`src/rtl/lshift_pkg.sv`:
```
// Shared constants and types for the 32-bit logical left shifter.
package lshift_pkg;

  localparam int LSHIFT_WIDTH   = 32;
  localparam int LSHIFT_SHAMT_W = $clog2(LSHIFT_WIDTH);

  typedef logic [LSHIFT_WIDTH-1:0]   word_t;
  typedef logic [LSHIFT_SHAMT_W-1:0] shamt_t;

endpackage : lshift_pkg

```
`src/rtl/lshift_if.sv`:
```
// Operand/result bundle of the shifter; ovf/ovf_q exist only when LSHIFT_OVERFLOW_EN is defined.
interface lshift_if
  import lshift_pkg::*;
#(
  parameter int WIDTH = LSHIFT_WIDTH
);

  localparam int SHAMT_W = $clog2(WIDTH);

  logic [WIDTH-1:0]   operand;
  logic [SHAMT_W-1:0] shift_amt;
  logic               in_valid;
  logic [WIDTH-1:0]   result;
  logic [WIDTH-1:0]   result_q;
  logic               out_valid;
`ifdef LSHIFT_OVERFLOW_EN
  logic               ovf;
  logic               ovf_q;
`endif

  modport master (
    output operand,
    output shift_amt,
    output in_valid,
    input  result,
    input  result_q,
`ifdef LSHIFT_OVERFLOW_EN
    input  ovf,
    input  ovf_q,
`endif
    input  out_valid
  );

  modport slave (
    input  operand,
    input  shift_amt,
    input  in_valid,
    output result,
    output result_q,
`ifdef LSHIFT_OVERFLOW_EN
    output ovf,
    output ovf_q,
`endif
    output out_valid
  );

endinterface : lshift_if

```
`src/rtl/lshift_stage.sv`:
```
// One barrel-shifter stage: conditionally shifts left by 2**K, zero-filling the LSBs.
module lshift_stage
  import lshift_pkg::*;
#(
  parameter int WIDTH = LSHIFT_WIDTH,
  parameter int K     = 0
) (
  input  logic [WIDTH-1:0] data_in,
  input  logic             en,
  output logic [WIDTH-1:0] data_out
);

  localparam int SH = 1 << K;

  logic [WIDTH-1:0] shifted;

  assign shifted  = data_in << SH;
  assign data_out = en ? shifted : data_in;

endmodule : lshift_stage

```
`src/rtl/lshift_unit.sv`:
```
// Logical left barrel shifter with combinational result and a registered, valid-qualified copy.
// Optional overflow flag (ovf/ovf_q) is built when LSHIFT_OVERFLOW_EN is defined.
module lshift_unit
  import lshift_pkg::*;
#(
  parameter int WIDTH = LSHIFT_WIDTH  // power of two >= 2
) (
  input  logic   clk,
  input  logic   rst_n,
  lshift_if.slave bus
);

  localparam int SHAMT_W = $clog2(WIDTH);

  logic [WIDTH-1:0] stage_data [SHAMT_W+1];
  logic [WIDTH-1:0] result;

  logic [WIDTH-1:0] res_d;
  logic [WIDTH-1:0] res_q;
  logic             vld_d;
  logic             vld_q;

  // Stage chain, LSB first: stage gi shifts by 2**gi when shift_amt[gi] is set.
  assign stage_data[0] = bus.operand;

  generate
    for (genvar gi = 0; gi < SHAMT_W; gi++) begin : g_stage
      lshift_stage #(
        .WIDTH (WIDTH),
        .K     (gi)
      ) u_stage (
        .data_in  (stage_data[gi]),
        .en       (bus.shift_amt[gi]),
        .data_out (stage_data[gi+1])
      );
    end
  endgenerate

  assign result     = stage_data[SHAMT_W];
  assign bus.result = result;

`ifdef LSHIFT_OVERFLOW_EN
  logic [WIDTH-1:0] ovf_mask;
  logic             ovf;
  logic             ovf_d;
  logic             ovf_q;

  // Mask covers the top shift_amt bits, i.e. exactly those pushed past the MSB.
  assign ovf_mask = ~({WIDTH{1'b1}} >> bus.shift_amt);
  assign ovf      = |(bus.operand & ovf_mask);
  assign bus.ovf  = ovf;
`endif

  always_comb begin
    res_d = res_q;
    vld_d = bus.in_valid;
    if (bus.in_valid) begin
      res_d = result;
    end
`ifdef LSHIFT_OVERFLOW_EN
    ovf_d = ovf_q;
    if (bus.in_valid) begin
      ovf_d = ovf;
    end
`endif
  end

  always_ff @(posedge clk or negedge rst_n) begin
    if (!rst_n) begin
      res_q <= '0;
      vld_q <= 1'b0;
`ifdef LSHIFT_OVERFLOW_EN
      ovf_q <= 1'b0;
`endif
    end else begin
      res_q <= res_d;
      vld_q <= vld_d;
`ifdef LSHIFT_OVERFLOW_EN
      ovf_q <= ovf_d;
`endif
    end
  end

  assign bus.result_q  = res_q;
  assign bus.out_valid = vld_q;
`ifdef LSHIFT_OVERFLOW_EN
  assign bus.ovf_q     = ovf_q;
`endif

endmodule : lshift_unit

```
`src/flat_wrapper.sv`:
```
// flat-port wrapper written by rule: the top's interface ports become plain ports
module lshift_unit_flat import lshift_pkg::*;
#(
  parameter int WIDTH = LSHIFT_WIDTH                      
)
  (clk, rst_n, bus_operand, bus_shift_amt, bus_in_valid, bus_result, bus_result_q, bus_out_valid);
  lshift_if #(.WIDTH(WIDTH)) bus_i ();
  input  logic clk;
  input  logic rst_n;
  input wire logic [$bits(bus_i.operand)-1:0] bus_operand;
  input wire logic [$bits(bus_i.shift_amt)-1:0] bus_shift_amt;
  input wire logic [$bits(bus_i.in_valid)-1:0] bus_in_valid;
  output wire logic [$bits(bus_i.result)-1:0] bus_result;
  output wire logic [$bits(bus_i.result_q)-1:0] bus_result_q;
  output wire logic [$bits(bus_i.out_valid)-1:0] bus_out_valid;
  assign bus_i.operand = bus_operand;
  assign bus_i.shift_amt = bus_shift_amt;
  assign bus_i.in_valid = bus_in_valid;
  assign bus_result = bus_i.result;
  assign bus_result_q = bus_i.result_q;
  assign bus_out_valid = bus_i.out_valid;
  lshift_unit #(.WIDTH(WIDTH)) u_core (.clk(clk), .rst_n(rst_n), .bus(bus_i));
endmodule
```
`config.mk`:
```
export PLATFORM = sky130hd
export DESIGN_NAME = lshift_unit_flat
export DESIGN_NICKNAME = d
export VERILOG_FILES = /design/src/rtl/lshift_pkg.sv /design/src/rtl/lshift_if.sv /design/src/rtl/lshift_stage.sv /design/src/rtl/lshift_unit.sv /design/src/flat_wrapper.sv
export SDC_FILE = /design/constraint.sdc
export NUM_CORES = 1
export LEC_CHECK = 0
export BUFFER_PORTS_ARGS = -buffer_cell sky130_fd_sc_hd__buf_4
export CAP_MARGIN = 20
export CELL_PAD_IN_SITES_DETAIL_PLACEMENT = 1
export CELL_PAD_IN_SITES_GLOBAL_PLACEMENT = 2
export CORE_UTILIZATION = 38
export CTS_CLUSTER_DIAMETER = 40
export DETAILED_ROUTE_END_ITERATION = 8
export PLACE_DENSITY = 0.87
export SETUP_SLACK_MARGIN = 0.3
export SYNTH_ARGS = -nofsm -noshare
export SYNTH_HDL_FRONTEND = slang
export SYNTH_HIERARCHICAL = 1
export SYNTH_SLANG_ARGS = --single-unit
```
`constraint.sdc`:
```
create_clock -name clk -period 6 [get_ports clk]
set_input_delay 1.5 -clock clk [delete_from_list [all_inputs] [get_ports clk]]
set_output_delay 1.5 -clock clk [all_outputs]
set_load 0.03 [all_outputs]
```
==> flow_metrics.py, run 1 <==
metrics = {
    "timing": {
        "max-slew-margin-rel": 0.613,
        "whs_ps": 515,
        "worst_pin_slew_ps": 581,
        "report.final.setup_viol": 0,
        "rsz_0062_raised_after_global_routing": "false",
        "setup_skew_after_layout_ps": 0,
        "finalSetupTns_ps": 0,
        "final-max-slew-violation-count": 0,
        "timing.fmax_mhz": 195,
        "final_critical_path_setup_slack_ps": 882,
        "hold_viol": 0,
        "final.period_utilization": 0.853,
        "layout_min_cycle_time_ps": 5120,
    },
    "clock_network": {
        "post_cts_hold_buffer_count": 0,
        "number_of_buffers_added_for_setup_after_cts": 0,
        "numCtsBuffers": 5,
        "cts-htree-levels": 2,
        "clk_latency_ps": 280,
        "cts-root-to-sink-buffers": 2,
        "clk_pin_slew_ps": 70,
        "cts.repair.resized": 0,
        "tritoncts_num_sinks": 33,
        "cts-root-buf": "sky130_fd_sc_hd__clkbuf_8",
        "clock_tree_from_tritoncts": "done",
    },
    "power": {
        "sw_frac_of_total": 0.346,
        "power.sequential.fraction": 0.279,
        "leakage_nw": 2.19,
        "power_density_nw_per_um2": 227,
        "power.net_switching_uw": 337,
        "share_of_total_power_in_the_clock_network": 0.220,
        "p_int_uw": 637,
        "power.ir.vdd_worst_mv": 0.0847,
        "power_uw": 973,
        "relative_contribution_of_combinational_cells_to_total_power": 0.501,
    },
    "cells_and_area": {
        "flow.area_growth_from_synthesis_pct": 19.6,
        "finish.cell_count_without_fillers": 448,
        "filler_cell_count": 963,
        "num_antenna_cells": 0,
        "final_layout_size_suffix_gt1_frac": 0.807,
        "layout.nets": 376,
    },
    "synthesis": {
        "dominantRegCellSynth": "sky130_fd_sc_hd__dfrtp_1",
        "post-synth-top-count-cell": "sky130_fd_sc_hd__mux2_4",
        "synth.area.top_cells": "sky130_fd_sc_hd__mux2_4 47%, sky130_fd_sc_hd__dfrtp_1 23%, sky130_fd_sc_hd__mux2_2 15%",
        "synth_enable_flop_cells": 0,
        "async_flop_share": 1.00,
        "syn-num-nets": 287,
        "yosysTopAreaCellShare": 0.473,
        "synth.lib_cells_used.distinct": 8,
        "synth_seq_area_share": 0.230,
        "synth-seq-cells": 33,
        "synth_commonest_cells": "113 x sky130_fd_sc_hd__mux2_4, 48 x sky130_fd_sc_hd__mux2_2, 33 x sky130_fd_sc_hd__dfrtp_1, 31 x sky130_fd_sc_hd__nor2b_1",
        "post-synth-top-area-cell": "sky130_fd_sc_hd__mux2_4",
        "syn_avg_cell_area_um2": 14.5,
        "syn_inst": 247,
        "yosysWarnings": 6,
        "synth.cell_area_um2": 3590,
    },
    "worst_setup_path": {
        "path_class": "input port to output pin",
        "crit_path_end_kind": "output pin",
        "required_ps": 4500,
        "cp-start-kind": "input port",
        "worstPathArrival_ps": 3620,
        "worstPathMaxFanout": 32,
    },
    "routing": {
        "drt_first_iter_violations": 39,
        "avgViaCountPerCell": 4.90,
        "route.detailed.wl_per_inst_um": 17.3,
        "route.vias.total": 2196,
        "wl_um": 7770,
        "drtAntennaViolNets": 0,
        "drc": 0,
        "router_iterations_before_antenna_repair": 4,
    },
    "floorplan": {
        "die_w_um": 99.2,
        "num_io_pins": 105,
        "initial_core_util": 0.390,
        "overall_die_area_um2": 9840,
        "die-height_um": 99.2,
        "rows": 35,
        "design.core.area_um2": 9200,
    },
    "grt": {
        "grt.total_usage": 0.159,
        "largest_net_degree_at_the_start_of_global_routing": 34,
        "first_global_vias": 2326,
        "grt_antenna_before_repair": 0,
        "grt_pass1_wl_um": 12600,
        "grt.overflow.total": 0,
    },
    "place": {
        "detailed_place_hpwl_um": 6480,
        "dp_worst_setup_slack_ps": 884,
        "port_buffer_count": 104,
        "post-place-cells": 440,
        "place.gp.congestion": 0.731,
    },
    "hold_path": {
        "worstHoldPathType": "flop to flop",
    },
    "flow_run": {
        "reported_max_cap_violation_count": 0,
    },
    "outcome": {
        "run_status": "finished clean",
    },
}
[worst paths after layout]
| path | from | to | slack (ps) | cells past startpoint |
|---|---|---|---|---|
| max reg2reg | u_core/bus.result_q[11] | u_core/bus.result_q[11] | 5210 | 1 |
| min in group asynchronous | rst_n | u_core/bus.result_q[7] | 1150 | 1 |
| max in group asynchronous | rst_n | u_core/bus.result_q[18] | 4550 | 1 |
| max | bus_shift_amt[0] | bus_result[30] | 880 | 7 |
| min | u_core/bus.result_q[14] | u_core/bus.result_q[14] | 510 | 1 |
| min reg2reg | u_core/bus.result_q[14] | u_core/bus.result_q[14] | 510 | 1 |
[cell usage in the layout (no fill, tap or decap)]
cell                        count
sky130_fd_sc_hd__clkbuf_8       6
sky130_fd_sc_hd__buf_4        104
sky130_fd_sc_hd__mux2_2        48
sky130_fd_sc_hd__clkbuf_1       1
sky130_fd_sc_hd__dfrtp_1       33
sky130_fd_sc_hd__bufinv_16      1
sky130_fd_sc_hd__mux2_4       113
sky130_fd_sc_hd__nor2b_1       31
[sequential cells by signal, summed over array words and instances (netlist names)]
name,count
u_core/bus.result_q,32
u_core/bus.out_valid,1
[logic make-up (layout without fill, tap and decap cells)]
| logic type | count (synthesis) | count (layout) | synth area share |
|---|---|---|---|
| mux | 161 | 161 | 0.623 |
| buf+inv | 22 | 112 | 0.0927 |
| flops | 33 | 33 | 0.230 |
| simple gates | 31 | 31 | 0.0540 |
[worst max-delay path: stages]
cell and delay, ps:
sky130_fd_sc_hd__buf_4 440, sky130_fd_sc_hd__mux2_4 350, sky130_fd_sc_hd__mux2_4 280, sky130_fd_sc_hd__mux2_4 290, sky130_fd_sc_hd__mux2_2 280, sky130_fd_sc_hd__mux2_2 300
sky130_fd_sc_hd__buf_4 180
[area by class of cell]
class	count	area [um^2]	area share
clock buffers	7	86.3	0.0201
clock inverters	1	30.0	0.00700
multi-input cells	192	2430	0.566
flip-flops and latches	33	826	0.192
well taps	111	139	0.0324
repair buffers	104	781	0.182
[per-stage QoR]
stage	util	area, um^2
floorplan	-	3590
global placement	0.454	4180
detailed placement	0.454	4180
CTS	0.467	4290
global route	0.467	4290
finish	0.467	4290
[layer usage]
layer  vias to the layer above  wire [um]  GRT usage
li1                       1059          -          -
met1                      1052       3860      0.227
met2                        81       3440      0.256
met3                         4        415     0.0239
met4                         0         59     0.0339
met5                         -          0          0
[power by group through the flow]
stage / clock network [mW] / registers [mW] / logic [mW]
2_1_floorplan: 0 / 0.332 / 0.299
3_3_place_gp: 0 / 0.273 / 0.484
3_5_place_dp: 0 / 0.276 / 0.491
4_1_cts: 0.220 / 0.272 / 0.493
5_1_grt: 0.229 / 0.275 / 0.515
6_report: 0.215 / 0.271 / 0.487
Power figures use the tool's default switching activity.
==> run 2, diff against run 1 <==
RECOVER_POWER = 100   (was not set)
==> flow_metrics.py, run 2 (synthesis results as in run 1) <==
metrics = {
    "grt": {
        "grt_pass1_wl_um": 12600,
        "grt.total_usage": 0.159,
        "grt.overflow.total": 0,
        "largest_net_degree_at_the_start_of_global_routing": 34,
        "first_global_vias": 2326,
        "grt_antenna_before_repair": 0,
    },
    "place": {
        "place.gp.congestion": 0.731,
        "detailed_place_hpwl_um": 6480,
        "port_buffer_count": 104,
    },
    "timing": {
        "whs_ps": 490,
        "worst_pin_slew_ps": 2220,
        "finalSetupTns_ps": 0,
        "timing.fmax_mhz": 188,
        "setup_skew_after_layout_ps": 0,
        "final.period_utilization": 0.886,
        "hold_viol": 0,
        "report.final.setup_viol": 0,
        "layout_min_cycle_time_ps": 5320,
        "final-max-slew-violation-count": 68,
        "max-slew-margin-rel": -0.478,
        "rsz_0062_raised_after_global_routing": "false",
    },
    "floorplan": {
        "die-height_um": 99.2,
        "initial_core_util": 0.390,
        "overall_die_area_um2": 9840,
        "die_w_um": 99.2,
        "num_io_pins": 105,
        "design.core.area_um2": 9200,
        "rows": 35,
    },
    "routing": {
        "router_iterations_before_antenna_repair": 4,
        "drc": 0,
        "drt_first_iter_violations": 33,
        "route.detailed.wl_per_inst_um": 17.6,
        "wl_um": 7900,
        "route.vias.total": 2203,
        "drtAntennaViolNets": 0,
        "avgViaCountPerCell": 4.92,
    },
    "cells_and_area": {
        "num_antenna_cells": 0,
        "flow.area_growth_from_synthesis_pct": 10.8,
        "largest_register_ff_count": 32,
        "mostFrequentLayoutCell": "sky130_fd_sc_hd__mux2_4",
        "most-common-layout-cells": "93 x sky130_fd_sc_hd__mux2_4, 65 x sky130_fd_sc_hd__clkbuf_1, 40 x sky130_fd_sc_hd__buf_4",
        "layout.nets": 376,
        "final_layout_size_suffix_gt1_frac": 0.516,
    },
    "hold_path": {
        "worstHoldPathType": "flop to flop",
        "min_delay_worst_endpoint": "u_core/bus.result_q[14]",
        "whs_path_depth": 1,
        "source_of_the_worst_hold_timing_path": "u_core/bus.result_q[14]",
    },
    "worst_setup_path": {
        "required_ps": 4500,
        "critical_path.reg2reg.startpoint": "u_core/bus.result_q[4]",
        "timing.rr.end": "u_core/bus.result_q[4]",
        "timing.critical_path.slowest_stage_cell": "sky130_fd_sc_hd__buf_4",
        "worstPathArrival_ps": 3820,
        "cp-start-kind": "input port",
        "worst_path_largest_cell_delay_ps": 410,
        "worstPathMaxFanout": 32,
        "worst_path_most_repeated_cell": "sky130_fd_sc_hd__mux2_1",
        "critical_path.cell_chain": "buf_4 -> mux2_1 -> mux2_1 -> mux2_4 -> mux2_2 -> mux2_1 -> clkbuf_1",
        "ff2ff_path_depth": 1,
        "crit_path_end_kind": "output pin",
        "ff2ff_setup_slack_ps": 5200,
        "path_class": "input port to output pin",
    },
    "clock_network": {
        "tritoncts_num_sinks": 33,
        "cts-htree-levels": 2,
        "clk_latency_ps": 280,
        "clock_tree_from_tritoncts": "done",
        "cts.repair.resized": 0,
        "cts-root-to-sink-buffers": 2,
        "clk_pin_slew_ps": 70,
        "number_of_buffers_added_for_setup_after_cts": 0,
        "numCtsBuffers": 5,
        "post_cts_hold_buffer_count": 0,
        "cts-root-buf": "sky130_fd_sc_hd__clkbuf_8",
    },
    "outcome": {
        "run_status": "finished with violations",
        "failing_checks": "capacitance limit, slew limit",
    },
    "flow_run": {
        "reported_max_cap_violation_count": 2,
    },
    "power": {
        "leakage_nw": 1.89,
        "power_density_nw_per_um2": 230,
        "power.ir.vdd_worst_mv": 0.0833,
    },
}
-- run 2: how the worst max path moves through the flow --
stage,start,to,slack (ps),cells past startpoint
floorplan,bus_shift_amt[0],bus_result[28],1300,7
global placement,bus_shift_amt[0],bus_result[31],900,7
detailed placement,bus_shift_amt[0],bus_result[30],880,7
CTS,bus_shift_amt[0],bus_result[30],880,7
global route,bus_shift_amt[0],bus_result[26],620,7
finish,bus_shift_amt[0],bus_result[26],680,7
-- run 2: area by class of cell --
class                   count  area (um^2)
flip-flops and latches     33          826
clock inverters             1         30.0
repair buffers            104          541
fillers                  1019         5220
multi-input cells         192         2360
well taps                 111          139
clock buffers               7         86.3
-- run 2: report_power, final --
| group | total, mW | internal [mW] | switching (mW) |
|---|---|---|---|
| clock network | 0.215 | 0.135 | 0.0794 |
| logic | 0.430 | 0.193 | 0.238 |
| registers | 0.270 | 0.252 | 0.0179 |
| total | 0.915 | 0.580 | 0.335 |
-- run 2: per-stage QoR --
| step | utilization | instances | cell area (um^2) | total power [mW] | setup slack [ps] |
|---|---|---|---|---|---|
| global placement | 0.454 | 440 | 4180 | 0.757 | 903 |
| global route | 0.433 | 448 | 3980 | 0.961 | 625 |
| detailed placement | 0.454 | 440 | 4180 | 0.767 | 884 |
| floorplan | - | 247 | 3590 | 0.632 | 1300 |
| CTS | 0.467 | 448 | 4290 | 0.984 | 880 |
| finish | 0.433 | 448 | 3980 | 0.915 | 685 |
-- run 2: layer usage --
metal	vias up	part of all wire	global-route usage
met1	1054	0.51	0.227
met4	0	0.0076	0.0339
met3	4	0.055	0.0239
met2	80	0.43	0.256
li1	1065	-	-
met5	-	0	0
-- run 2: worst max-delay path, delay by kind of cell --
family	cells	cell delay [ps]
buffers and inverters	2	650
muxes	5	1640
==> run 3, diff against run 2 <==
ABC_AREA = 1   (was not set)
CORE_UTILIZATION = 28   (was 38)
MAX_ROUTING_LAYER = met4   (was not set)
PLACE_DENSITY = 0.88   (was 0.87)
==> flow_metrics.py, run 3 <==
metrics = {
    "place": {
        "place.gp.congestion": 0.791,
        "detailed_place_hpwl_um": 8890,
        "placement.cell_area_um2": 4040,
        "port_buffer_count": 104,
    },
    "hold_path": {
        "worstHoldPathType": "flop to flop",
        "source_of_the_worst_hold_timing_path": "u_core/bus.result_q[12]",
    },
    "synthesis": {
        "async_flop_share": 1.00,
        "synth.lib_cells_used.distinct": 11,
        "synth_commonest_cells": "439 x sky130_fd_sc_hd__nand2_1, 44 x sky130_fd_sc_hd__nand2_2, 33 x sky130_fd_sc_hd__dfrtp_1, 31 x sky130_fd_sc_hd__inv_1, 31 x sky130_fd_sc_hd__nor2_1",
        "synth_enable_flop_cells": 0,
        "post-synth-top-area-cell": "sky130_fd_sc_hd__nand2_1",
        "dominantRegCellSynth": "sky130_fd_sc_hd__dfrtp_1",
        "synth-seq-cells": 33,
        "yosysTopAreaCellShare": 0.467,
        "synth.area.top_cells": "sky130_fd_sc_hd__nand2_1 47%, sky130_fd_sc_hd__dfrtp_1 23%, sky130_fd_sc_hd__nand2_2 7.8%",
        "synth_seq_area_share": 0.234,
        "syn-num-nets": 662,
        "syn_avg_cell_area_um2": 5.67,
        "post-synth-top-count-cell": "sky130_fd_sc_hd__nand2_1",
        "yosysWarnings": 6,
        "syn_inst": 622,
        "synth.cell_area_um2": 3530,
    },
    "timing": {
        "rsz_0062_raised_after_global_routing": "false",
        "max-slew-margin-rel": -0.174,
        "hold_viol": 0,
        "layout_min_cycle_time_ps": 4740,
        "timing.fmax_mhz": 211,
        "final.period_utilization": 0.790,
        "final-max-slew-violation-count": 34,
        "report.final.setup_viol": 0,
        "worst_pin_slew_ps": 1760,
        "setup_skew_after_layout_ps": 0,
        "finalSetupTns_ps": 0,
    },
    "clock_network": {
        "cts-htree-levels": 2,
        "cts-root-to-sink-buffers": 2,
        "number_of_buffers_added_for_setup_after_cts": 0,
        "numCtsBuffers": 5,
        "post_cts_hold_buffer_count": 0,
        "cts.repair.resized": 0,
        "clk_latency_ps": 270,
        "clock_tree_from_tritoncts": "done",
        "tritoncts_num_sinks": 33,
        "cts-root-buf": "sky130_fd_sc_hd__clkbuf_16",
        "clk_pin_slew_ps": 60,
    },
    "cells_and_area": {
        "postLayoutCoreUtil": 0.323,
        "layout.nets": 735,
        "filler_cell_count": 1732,
        "flow.area_growth_from_synthesis_pct": 11.4,
        "num_antenna_cells": 0,
        "most-common-layout-cells": "439 x sky130_fd_sc_hd__nand2_1, 65 x sky130_fd_sc_hd__clkbuf_1, 44 x sky130_fd_sc_hd__nand2_2",
        "seq_area_um2": 826,
        "design_area_um2": 3930,
        "largest_register_ff_count": 32,
        "mostFrequentLayoutCell": "sky130_fd_sc_hd__nand2_1",
        "final_layout_size_suffix_gt1_frac": 0.139,
        "multiInputGateArea_um2": 2040,
    },
    "grt": {
        "grt_pass1_wl_um": 18400,
        "grt_antenna_before_repair": 0,
        "grt.overflow.total": 0,
        "largest_net_degree_at_the_start_of_global_routing": 35,
        "grt.total_usage": 0.180,
        "first_global_vias": 3693,
    },
    "power": {
        "power_density_nw_per_um2": 210,
        "power.ir.vdd_worst_mv": 0.0853,
        "power_uw": 827,
        "leakage_nw": 2.34,
    },
    "routing": {
        "wl_um": 11000,
        "route.detailed.wl_per_inst_um": 12.7,
        "avgViaCountPerCell": 4.32,
        "route.vias.total": 3734,
        "drt_first_iter_violations": 98,
        "drtAntennaViolNets": 0,
        "drc": 0,
        "router_iterations_before_antenna_repair": 4,
    },
    "worst_setup_path": {
        "path_class": "input port to output pin",
        "critical_path.reg2reg.startpoint": "u_core/bus.result_q[10]",
        "cp-endpoint": "bus_result[3]",
        "ff2ff_setup_slack_ps": 5330,
        "required_ps": 4500,
        "worstPathMaxFanout": 33,
        "cp-start-kind": "input port",
        "timing.rr.end": "u_core/bus.result_q[10]",
        "crit_path_end_kind": "output pin",
        "ff2ff_path_depth": 2,
        "worstPathArrival_ps": 3240,
        "setup.worst_path.start": "bus_shift_amt[0]",
    },
    "floorplan": {
        "die-height_um": 114,
        "rows": 40,
        "design.core.area_um2": 12200,
        "num_io_pins": 105,
        "initial_core_util": 0.290,
        "die_w_um": 114,
        "overall_die_area_um2": 13100,
    },
    "outcome": {
        "run_status": "finished with violations",
        "failing_checks": "capacitance limit, slew limit",
    },
    "flow_run": {
        "reported_max_cap_violation_count": 1,
    },
}
-- run 3: cells by family (layout without fill, tap and decap cells) --
group,Yosys count,in the layout,share of synthesized area
buffers and inverters,75,149,0.188
DFF,33,33,0.234
and+or+nand+nor,514,514,0.578
-- run 3: worst min path at each step --
| stage | end | slack (ps) | depth (start not counted) |
|---|---|---|---|
| final | u_core/bus.result_q[12] | 470 | 2 |
| after global routing | u_core/bus.result_q[26] | 500 | 2 |
| after CTS | u_core/bus.result_q[21] | 480 | 2 |
| after detailed placement | u_core/bus.result_q[21] | 460 | 2 |
| after global placement | u_core/bus.result_q[24] | 460 | 2 |
| after floorplan | u_core/bus.result_q[0] | 650 | 2 |
-- run 3: worst max-delay path, cell delays in order --
cell and delay, ps:
sky130_fd_sc_hd__buf_4 230, sky130_fd_sc_hd__inv_8 210, sky130_fd_sc_hd__nand2_2 60, sky130_fd_sc_hd__nand2_1 70
sky130_fd_sc_hd__nand2_1 80, sky130_fd_sc_hd__nand2_1 110, sky130_fd_sc_hd__inv_1 40, sky130_fd_sc_hd__nor2_1 170
sky130_fd_sc_hd__inv_1 60, sky130_fd_sc_hd__nor2_1 120, sky130_fd_sc_hd__inv_1 60, sky130_fd_sc_hd__nor2_1 160
sky130_fd_sc_hd__clkbuf_1 340
-- run 3: power breakdown --
part	internal [mW]	switching, mW	total [mW]
Clock	0.152	0.0936	0.246
Combinational	0.0863	0.241	0.327
Sequential	0.242	0.0120	0.254
-- run 3: stage by stage --
step | hold slack [ps] | setup slack [ps] | std cells
2_1_floorplan | 646 | 1680 | 622
3_3_place_gp | 457 | 1410 | 856
3_5_place_dp | 462 | 1370 | 856
4_1_cts | 476 | 1370 | 864
5_1_grt | 501 | 1040 | 864
6_report | 473 | 1260 | 864
-- run 3: cell type report --
cell class,count,share of cell area
clock buffers,5,0.0318
multi-input cells,514,0.519
flip-flops and latches,33,0.210
repair buffers,104,0.137
clock inverters,3,0.00446
well taps,168,0.0535
inverters,37,0.0446
-- run 3: per-layer routing --
layer / global-route usage / vias up / share of wire / routed length, um
met1: 0.243 / 1692 / 0.50 / 5520
met3: 0.0169 / 8 / 0.041 / 447
met4: 0.0346 / 0 / 0.010 / 110
li1: - / 1949 / - / -
met2: 0.294 / 85 / 0.45 / 4920
met5: - / - / 0 / 0
